## src/rtl/mem_arb_pkg.sv

```systemverilog
// Shared types and constants for the main-memory arbiter.
// MEM_LAT is the memory model's read latency; the arbiter itself never depends on it.
package mem_arb_pkg;

  localparam int ADDR_W  = 16;
  localparam int DATA_W  = 16;
  localparam int MEM_LAT = 4;

  typedef enum logic [1:0] {
    IDLE  = 2'd0,
    ISSUE = 2'd1,
    WAIT  = 2'd2,
    DONE  = 2'd3
  } arbState_t;

  typedef enum logic {
    OWN_IC = 1'b0,
    OWN_DC = 1'b1
  } owner_t;

endpackage

```

## src/rtl/mem_arbiter_arb_pick.sv

```systemverilog
// Combinational grant select: D-cache priority, with the I-cache forced in
// once the D-cache has won MAX_DC_STREAK times in a row over a waiting I-cache.
module arb_pick
  import mem_arb_pkg::*;
#(
  parameter int MAX_DC_STREAK = 3,
  parameter int STREAK_W      = 2
) (
  input  logic                ic_req,
  input  logic                dc_req,
  input  logic [STREAK_W-1:0] streak,
  output logic                grant_valid,
  output owner_t              grant_owner
);

  logic icStarved;

  always_comb begin
    icStarved   = ic_req && (streak == STREAK_W'(MAX_DC_STREAK));
    grant_valid = ic_req || dc_req;
    grant_owner = (dc_req && !icStarved) ? OWN_DC : OWN_IC;
  end

endmodule

```

## src/rtl/mem_arbiter.sv

```systemverilog
// Serialises I-cache and D-cache word transactions onto the single memory port.
//
//   state | meaning
//   IDLE  | arbitrate pending requests, latch the winner
//   ISSUE | mem_req high until memory accepts (mem_busy low)
//   WAIT  | read outstanding, count toward timeout
//   DONE  | owner's done (and err) pulse for one cycle
module mem_arbiter
  import mem_arb_pkg::*;
#(
  parameter int MAX_DC_STREAK = 3,
  parameter int TIMEOUT       = 15
) (
  input  logic              clk,
  input  logic              rst_n,
  input  logic              ic_req,
  input  logic [ADDR_W-1:0] ic_addr,
  output logic              ic_done,
  output logic [DATA_W-1:0] ic_rdata,
  input  logic              dc_req,
  input  logic              dc_wr,
  input  logic [ADDR_W-1:0] dc_addr,
  input  logic [DATA_W-1:0] dc_wdata,
  output logic              dc_done,
  output logic [DATA_W-1:0] dc_rdata,
  output logic              err,
  output logic              mem_req,
  output logic              mem_wr,
  output logic [ADDR_W-1:0] mem_addr,
  output logic [DATA_W-1:0] mem_wdata,
  input  logic              mem_busy,
  input  logic              mem_valid,
  input  logic [DATA_W-1:0] mem_rdata
);

  localparam int STREAK_W = $clog2(MAX_DC_STREAK + 1);
  localparam int WAIT_W   = $clog2(TIMEOUT + 1);

  arbState_t           state;
  owner_t              owner;
  logic [STREAK_W-1:0] streak;
  logic [WAIT_W-1:0]   waitCnt;
  logic                grantValid;
  owner_t              grantOwner;

  arb_pick #(
    .MAX_DC_STREAK(MAX_DC_STREAK),
    .STREAK_W     (STREAK_W)
  ) uPick (
    .ic_req     (ic_req),
    .dc_req     (dc_req),
    .streak     (streak),
    .grant_valid(grantValid),
    .grant_owner(grantOwner)
  );

  // mem_wr/mem_addr/mem_wdata double as the transaction latches.
  always_ff @(posedge clk or negedge rst_n) begin
    if (!rst_n) begin
      state     <= IDLE;
      owner     <= OWN_IC;
      streak    <= '0;
      waitCnt   <= '0;
      ic_done   <= 1'b0;
      dc_done   <= 1'b0;
      ic_rdata  <= '0;
      dc_rdata  <= '0;
      err       <= 1'b0;
      mem_req   <= 1'b0;
      mem_wr    <= 1'b0;
      mem_addr  <= '0;
      mem_wdata <= '0;
    end else begin
      ic_done <= 1'b0;
      dc_done <= 1'b0;
      err     <= 1'b0;
      case (state)
        IDLE: begin
          if (grantValid) begin
            owner   <= grantOwner;
            mem_req <= 1'b1;
            waitCnt <= '0;
            state   <= ISSUE;
            if (grantOwner == OWN_DC) begin
              mem_wr    <= dc_wr;
              mem_addr  <= dc_addr;
              mem_wdata <= dc_wdata;
              if (ic_req && (streak != STREAK_W'(MAX_DC_STREAK)))
                streak <= streak + STREAK_W'(1);
              else if (!ic_req)
                streak <= '0;
            end else begin
              mem_wr    <= 1'b0;
              mem_addr  <= ic_addr;
              mem_wdata <= '0;
              streak    <= '0;
            end
          end
        end
        ISSUE: begin
          if (!mem_busy) begin
            mem_req <= 1'b0;
            if (mem_wr) begin
              ic_done <= (owner == OWN_IC);
              dc_done <= (owner == OWN_DC);
              state   <= DONE;
            end else begin
              state <= WAIT;
            end
          end
        end
        WAIT: begin
          if (mem_valid || (waitCnt == WAIT_W'(TIMEOUT - 1))) begin
            ic_done <= (owner == OWN_IC);
            dc_done <= (owner == OWN_DC);
            err     <= !mem_valid;
            if (owner == OWN_IC) ic_rdata <= mem_valid ? mem_rdata : '0;
            else                 dc_rdata <= mem_valid ? mem_rdata : '0;
            state <= DONE;
          end else begin
            waitCnt <= waitCnt + WAIT_W'(1);
          end
        end
        DONE: state <= IDLE;
        default: state <= IDLE;
      endcase
    end
  end

endmodule

```

## config.mk

```make
export PLATFORM = sky130hd
export DESIGN_NAME = mem_arbiter
export DESIGN_NICKNAME = d
export VERILOG_FILES = /design/src/rtl/mem_arb_pkg.sv /design/src/rtl/mem_arbiter_arb_pick.sv /design/src/rtl/mem_arbiter.sv
export SDC_FILE = /design/constraint.sdc
export NUM_CORES = 1
export LEC_CHECK = 0
export BUFFER_PORTS_ARGS = -buffer_cell sky130_fd_sc_hd__buf_2
export CAP_MARGIN = 20
export CORE_MARGIN = 8
export CORE_UTILIZATION = 48
export CTS_CLUSTER_DIAMETER = 120
export DETAILED_ROUTE_END_ITERATION = 8
export PLACE_DENSITY = 0.81
export SLEW_MARGIN = 20
export SYNTH_ARGS = -nofsm -noshare
export SYNTH_HDL_FRONTEND = slang
export SYNTH_HIERARCHICAL = 1
export SYNTH_SLANG_ARGS = --single-unit
export TNS_END_PERCENT = 30
```

## constraint.sdc

```tcl
create_clock -name clk -period 2.36 [get_ports clk]
set_clock_uncertainty 0.1 [all_clocks]
set_input_delay 0.236 -clock clk [delete_from_list [all_inputs] [get_ports clk]]
set_output_delay 0.236 -clock clk [all_outputs]
set_load 0.01 [all_outputs]
```

==> results of run 1 <==
==> layout by cell type (no fill, tap or decap), types with 2 or more instances in the layout <==
| cell | instances |
|---|---|
| buf_2 | 138 |
| dfrtp_1 | 78 |
| nand2_1 | 56 |
| mux2_2 | 23 |
| o21ai_0 | 21 |
| nand3_1 | 19 |
| mux2i_1 | 17 |
| and2_1 | 10 |
| mux2_4 | 10 |
| clkbuf_8 | 9 |
| and2_2 | 7 |
| inv_1 | 6 |
| ha_1 | 6 |
| buf_4 | 4 |
| nor2_1 | 3 |
| nor2b_1 | 3 |
| a2bb2oi_1 | 3 |
| o211a_1 | 2 |
| nand2b_1 | 2 |
| o2bb2ai_1 | 2 |
| nand3b_1 | 2 |
| a32o_1 | 2 |
| clkbuf_1 | 2 |
| bufinv_16 | 2 |
==> repair_timing <==
item	CTS	global route
hold buffers	1	0
buffers inserted	0	0
endpoints found under the hold margin	34	0
==> cell families after synthesis <==
| group | synth area share [%] |
|---|---|
| compound gates | 6.78 |
| buf+inv | 3.35 |
| flops | 55.7 |
| fa+ha+maj | 2.14 |
| mux | 16.5 |
| simple gates | 15.5 |
==> report_power, final <==
| group | leakage (nW) | total (mW) | switching, mW | internal, mW |
|---|---|---|---|---|
| clock | 0.0994 | 1.04 | 0.452 | 0.590 |
| sequential | 1.00 | 2.32 | 0.366 | 1.95 |
| combinational | 1.36 | 2.20 | 1.16 | 1.03 |
==> per-stage QoR <==
stage / instance area [um^2] / setup slack, ns / instances
CTS: 4500 / 0.396 / 545
finish: 4500 / 0.422 / 545
detailed placement: 4290 / 0.418 / 529
global placement: 4290 / 0.475 / 529
global route: 4500 / 0.288 / 545
floorplan: 3510 / 0.521 / 303
==> routing by layer <==
metal	wire [um]	track usage (%)	vias up
met1	3630	20.9	1294
met4	38	5.84	0
met2	3930	28.0	125
met5	0	0	-
met3	978	6.87	2
li1	-	-	1322
==> layout make-up <==
cell class                 instances  area, um^2  area share, %
inverter                           6        22.5          0.500
tap                               99         124           2.75
timing repair buffer             144         751           16.7
sequential                        78        1950           43.3
multi-input combinational        203        1450           32.2
clock inverter                     4        72.6           1.61
clock buffer                      11         131           2.92
==> registers in the layout (all words and copies together) (netlist names), 2 cells and up <==
signal	count
dc_rdata	16
mem_wdata	16
state	2
waitCnt	4
ic_rdata	16
mem_addr	16
streak	2
==> how the worst max path moves through the flow <==
stage	startpoint	to	slack [ns]	depth (start not counted)
finish	waitCnt[0]	dc_rdata[11]	0.42	5
global route	state[0]	state[1]	0.29	5
CTS	waitCnt[0]	dc_rdata[11]	0.40	5
detailed placement	waitCnt[0]	dc_rdata[9]	0.42	5
global placement	waitCnt[0]	dc_rdata[12]	0.48	5
floorplan	waitCnt[0]	ic_rdata[0]	0.52	7
==> tightest hold or removal path: stages <==
cell and delay (ns):
buf_2 0.07, nand3_1 0.05, nand2_1 0.07
==> results by group, run 1 <==
Run status
  • Outcome: completed

Route
  • WL per Instance: ~16 um
  • Drt total wl: between 8000 and 9000 um
  • DRC viols: 0
  • Routed Antenna Nets: 0
  • Initial DRC count: 50
  • Vias: roughly 2.7k
  • TritonRoute pass-1 iters: 4
  • Avg Vias per Cell: between 5 and 6

Hold path
  • Hold Path Sink: mem_wdata[14]
  • Worst hold path type: in2reg
  • Min-delay src: dc_wdata[14]
  • Worst hold stages: 3

Logic synthesis
  • Synth warn: 6
  • #FFs+latches synth: a little under 80
  • Post-synth top cells: dfrtp_1, nand2_1, mux2_2, o21ai_0, nand3_1
  • Post-synth EDFFs: 0
  • Seq/Total Area, Yosys: between 50% and 60%
  • Synth area leader: dfrtp_1
  • Post-synth ARST share: 100%
  • Synthesized instance count: between 300 and 400
  • Most frequent cell after synthesis: dfrtp_1
  • Synth Flop Type: dfrtp_1
  • Synth area leaders: dfrtp_1, mux2_2, nand2_1, mux2i_1, mux2_4
  • Post-synth cell types: 38
  • Mean Syn Cell Area: around 12 um^2
  • Cell Area, Synth: roughly 0.0035 mm^2
  • Syn nets: between 300 and 400
  • Yosys top cell area share: about 56%

Setup path
  • Cells along the critical path: inv_1 > ha_1 > a31o_2 > nand3_2 > mux2_2
  • R2R cell count: 5
  • Crit path kind: reg2reg
  • Worst Path Buf+Inv: 1
  • RR Startpoint: waitCnt[0]
  • Worst EP required: approximately 2.5 ns
  • Kind of cell adding the most delay to the critical path: flip-flops
  • CP startpoint kind: flop
  • RR Endpoint: dc_rdata[11]
  • Worst setup EP type: flop
  • Reg2reg setup slack: 0.42 ns
  • CP peak stage delay: approximately 0.42 ns
  • Critical path fanouts, max: 16
  • CP arrival: 2.05 ns
  • Slowest CP cell: dfrtp_1

CTS
  • CTS resizes: 0
  • Total CTS buffers: 9
  • H-tree Lvls: 3
  • CTS tree: done
  • Num Clock Sinks: between 70 and 80
  • Clk slew on worst S/H paths: around 0.08 ns
  • Clk_lat worst skew: between 0.3 and 0.4 ns
  • Root buffer cell: clkbuf_8
  • Clock Path Buffers: 2

STA
  • Tightest Pin Transition: approximately 0.46 ns
  • Relative slew slack: 69.4%
  • Max-slew violation count: 0
  • RSZ-0062 raised after global routing: false
  • WHS: 0.0317 ns
  • Crit share post-route: slightly above 80%
  • Fin Setup TNS: 0 ns
  • Count of final setup violators: 0
  • Fmax: 516 MHz
  • Minimum clock period after layout: 1.94 ns
  • Final hold vios: 0

Final layout
  • Final core utilization: 62.8%
  • Filler cells: between 500 and 600
  • Area Overhead vs Synth: 28.5%
  • Nets: 519
  • Share of layout cells above drive strength 1: around 45%
  • ANT cells: 0

Global routing
  • GRT Total Usage: between 10% and 20%
  • First-pass GRT wire length: roughly 14000 um
  • Vias in the first global route: 2892
  • Antenna violations before repair: 0
  • Remaining global-route overflow: 0
  • Largest net degree at the start of global routing: 50

Die
  • I/O pin count: 140
  • Die area: around 0.010 mm^2
  • Starting Density: between 40% and 50%
  • Core area: 0.00718 mm^2
  • Die width: between 100 and 150 um
  • Site Rows: 31
  • Die H: around 100 um

Run
  • Max-Cap Viols: 0

Power
  • Maximum vdd drop: between 500 and 600 uV
  • Pwr dens: approximately 1200 mW/mm^2
  • Design Power: between 5 and 6 mW
  • Leak: between 2 and 2.5 nW

Place
  • I/O Buffers: 139
  • DPL Wire Length: about 6600 um
  • GP Congestion: between 0.8 and 0.9
Power figures use the tool's default switching activity.
==> run 2: changes to the inputs <==
Settings changed: CORE_UTILIZATION 48 to 44, PLACE_DENSITY 0.81 to 0.79.
Clock period 2.36 ns to 1.64 ns, I/O delays scaled along.
==> run 2 against run 1 <==
Compared with the run above:
- the flow now finishes with violations (negative setup slack)
- first-iteration DRC count up 140%
- final cell count is 10% higher
- worst setup slack worse by 0.45 ns
- maximum frequency rose by 16%
- combinational power up 81%
- design area rose by 16%
- register-to-register slack got worse by 0.45 ns
- routed wire length grew 24%
- largest cell class unchanged
==> results by group, run 2 (synthesized netlist as in run 1, its figures left out) <==
Place
  • DPL Wire Length: 6830 um
  • I/O Buffers: between 100 and 150
  • GP Congestion: 0.778
  • Placed standard-cell area: 0.00449 mm^2

Power
  • Leak: 2.82 nW
  • Maximum vdd drop: 727 uV
  • Pwr dens: ~1800 mW/mm^2

Route
  • TritonRoute pass-1 iters: 4
  • Vias: around 3k
  • DRC viols: 0
  • WL per Instance: ~18 um
  • Routed Antenna Nets: 0
  • Drt total wl: roughly 11000 um
  • Initial DRC count: 122
  • Avg Vias per Cell: roughly 5

Run status
  • Outcome: finished with violations
  • Failing checks: negative setup slack

CTS
  • Num Clock Sinks: between 70 and 80
  • Total CTS buffers: 9
  • Clock Path Buffers: 2
  • Clk_lat worst skew: roughly 0.34 ns
  • Clk slew on worst S/H paths: ~0.09 ns
  • CTS tree: done
  • Root buffer cell: clkbuf_8
  • H-tree Lvls: 3

Final layout
  • Area Overhead vs Synth: 48.9%
  • Final core utilization: 67.6%
  • Post-route cell area: 0.00522 mm^2
  • Share of layout cells above drive strength 1: between 40% and 50%
  • Commonest non-fill, non-tap cell in the layout: buf_2
  • Most frequent cells in the layout: buf_2, dfrtp_1, nand2_1
  • ANT cells: 0
  • Nets: roughly 570

STA
  • Final hold vios: 0
  • Fmax: ~600 MHz
  • Final setup margin: -0.0321 ns
  • Relative slew slack: around 72%
  • RSZ-0062 raised after global routing: true
  • Crit share post-route: 102%
  • Tightest Pin Transition: 0.417 ns
  • Max-slew violation count: 0
  • Fin Setup TNS: -0.335 ns
  • Count of final setup violators: 26
  • Minimum clock period after layout: approximately 1.7 ns

Global routing
  • Remaining global-route overflow: 0
  • Vias in the first global route: 3312
  • Largest net degree at the start of global routing: 79
  • GRT Total Usage: between 15 and 20%
  • First-pass GRT wire length: ~16000 um
  • Antenna violations before repair: 0

Die
  • Die width: 105 um
  • Die H: about 110 um
  • Die area: about 0.011 mm^2
  • Site Rows: 32
  • I/O pin count: 140
  • Starting Density: 45.4%
  • Core area: between 0.007 and 0.008 mm^2

Setup path
  • RR Startpoint: state[0]
  • R2R cell count: 5
  • Critical path fanouts, max: 5
  • CP startpoint kind: flop
  • Crit path kind: reg2reg
  • Worst EP required: approximately 1.8 ns
  • Worst setup startpoint: state[0]
  • CP arrival: roughly 1.8 ns
  • Worst setup EP type: flop

Run
  • Max-Cap Viols: 0

Hold path
  • Min-delay src: dc_addr[0]
  • Worst hold stages: 3
  • Worst hold path type: in2reg
## run 2: final cells by class
| cell class | count | area, um^2 |
|---|---|---|
| Clock buffer | 11 | 141 |
| Clock inverter | 5 | 106 |
| Fill cell | 568 | 2510 |
| Inverter | 6 | 22.5 |
| Multi-Input combinational cell | 204 | 1600 |
| Sequential cell | 78 | 1950 |
| Tap cell | 102 | 128 |
| Timing Repair Buffer | 195 | 1270 |
## run 2: per-stage QoR
step / power [mW] / hold WS (ns) / cells / worst slack [ns]
floorplan: 5.26 / -0.232 / 303 / -0.116
global placement: 6.75 / 0.119 / 550 / -0.0469
detailed placement: 6.92 / 0.126 / 550 / -0.0731
CTS: 8.81 / 0.00351 / 597 / -0.0358
global route: 9.77 / 0.0112 / 601 / -0.0938
finish: 9.17 / 0.00910 / 601 / -0.0321
## run 2: worst max-delay path, cell delays in order, from the launching register on
cell and delay (ns):
dfrtp_1 0.41, inv_2 0.13, ha_4 0.18, nand2b_1 0.14, o211ai_1 0.26, mux2_2 0.36
## run 2: per-layer routing
layer  vias to the layer above  global-route usage, %  routed length [um]
met5                         -                      0                   0
met3                        12                   7.31                 990
met1                      1457                   22.1                4650
met4                         0                   6.52                 121
li1                       1422                      -                   -
met2                       143                   27.8                4860
## run 2: worst paths after layout
| kind | to | slack [ns] |
|---|---|---|
| max | state[1] | -0.03 |
| min | mem_addr[0] | 0.009 |
| max reg2reg | state[1] | -0.03 |
| min reg2reg | mem_wdata[5] | 0.36 |
| max in group asynchronous | mem_wdata[7] | 0.82 |
| min in group asynchronous | mem_req | 0.29 |
## run 2: power breakdown
| group | internal, mW | switching (mW) | total, mW | leakage (nW) |
|---|---|---|---|---|
| clock network | 1.06 | 0.737 | 1.79 | 0.120 |
| logic | 2.03 | 1.94 | 3.98 | 1.69 |
| registers | 2.81 | 0.584 | 3.39 | 1.00 |
| total | 5.90 | 3.26 | 9.17 | 2.82 |
## run 2: timing repair
item / in CTS / in global routing
setup buffers: 0 / 3
pin swaps: 1 / 6
hold buffers: 30 / 0
gates resized for setup: 4 / 31
cloned: 1 / 1
hold endpoints to repair: 102 / 0
endpoints found under the setup margin: 19 / 74
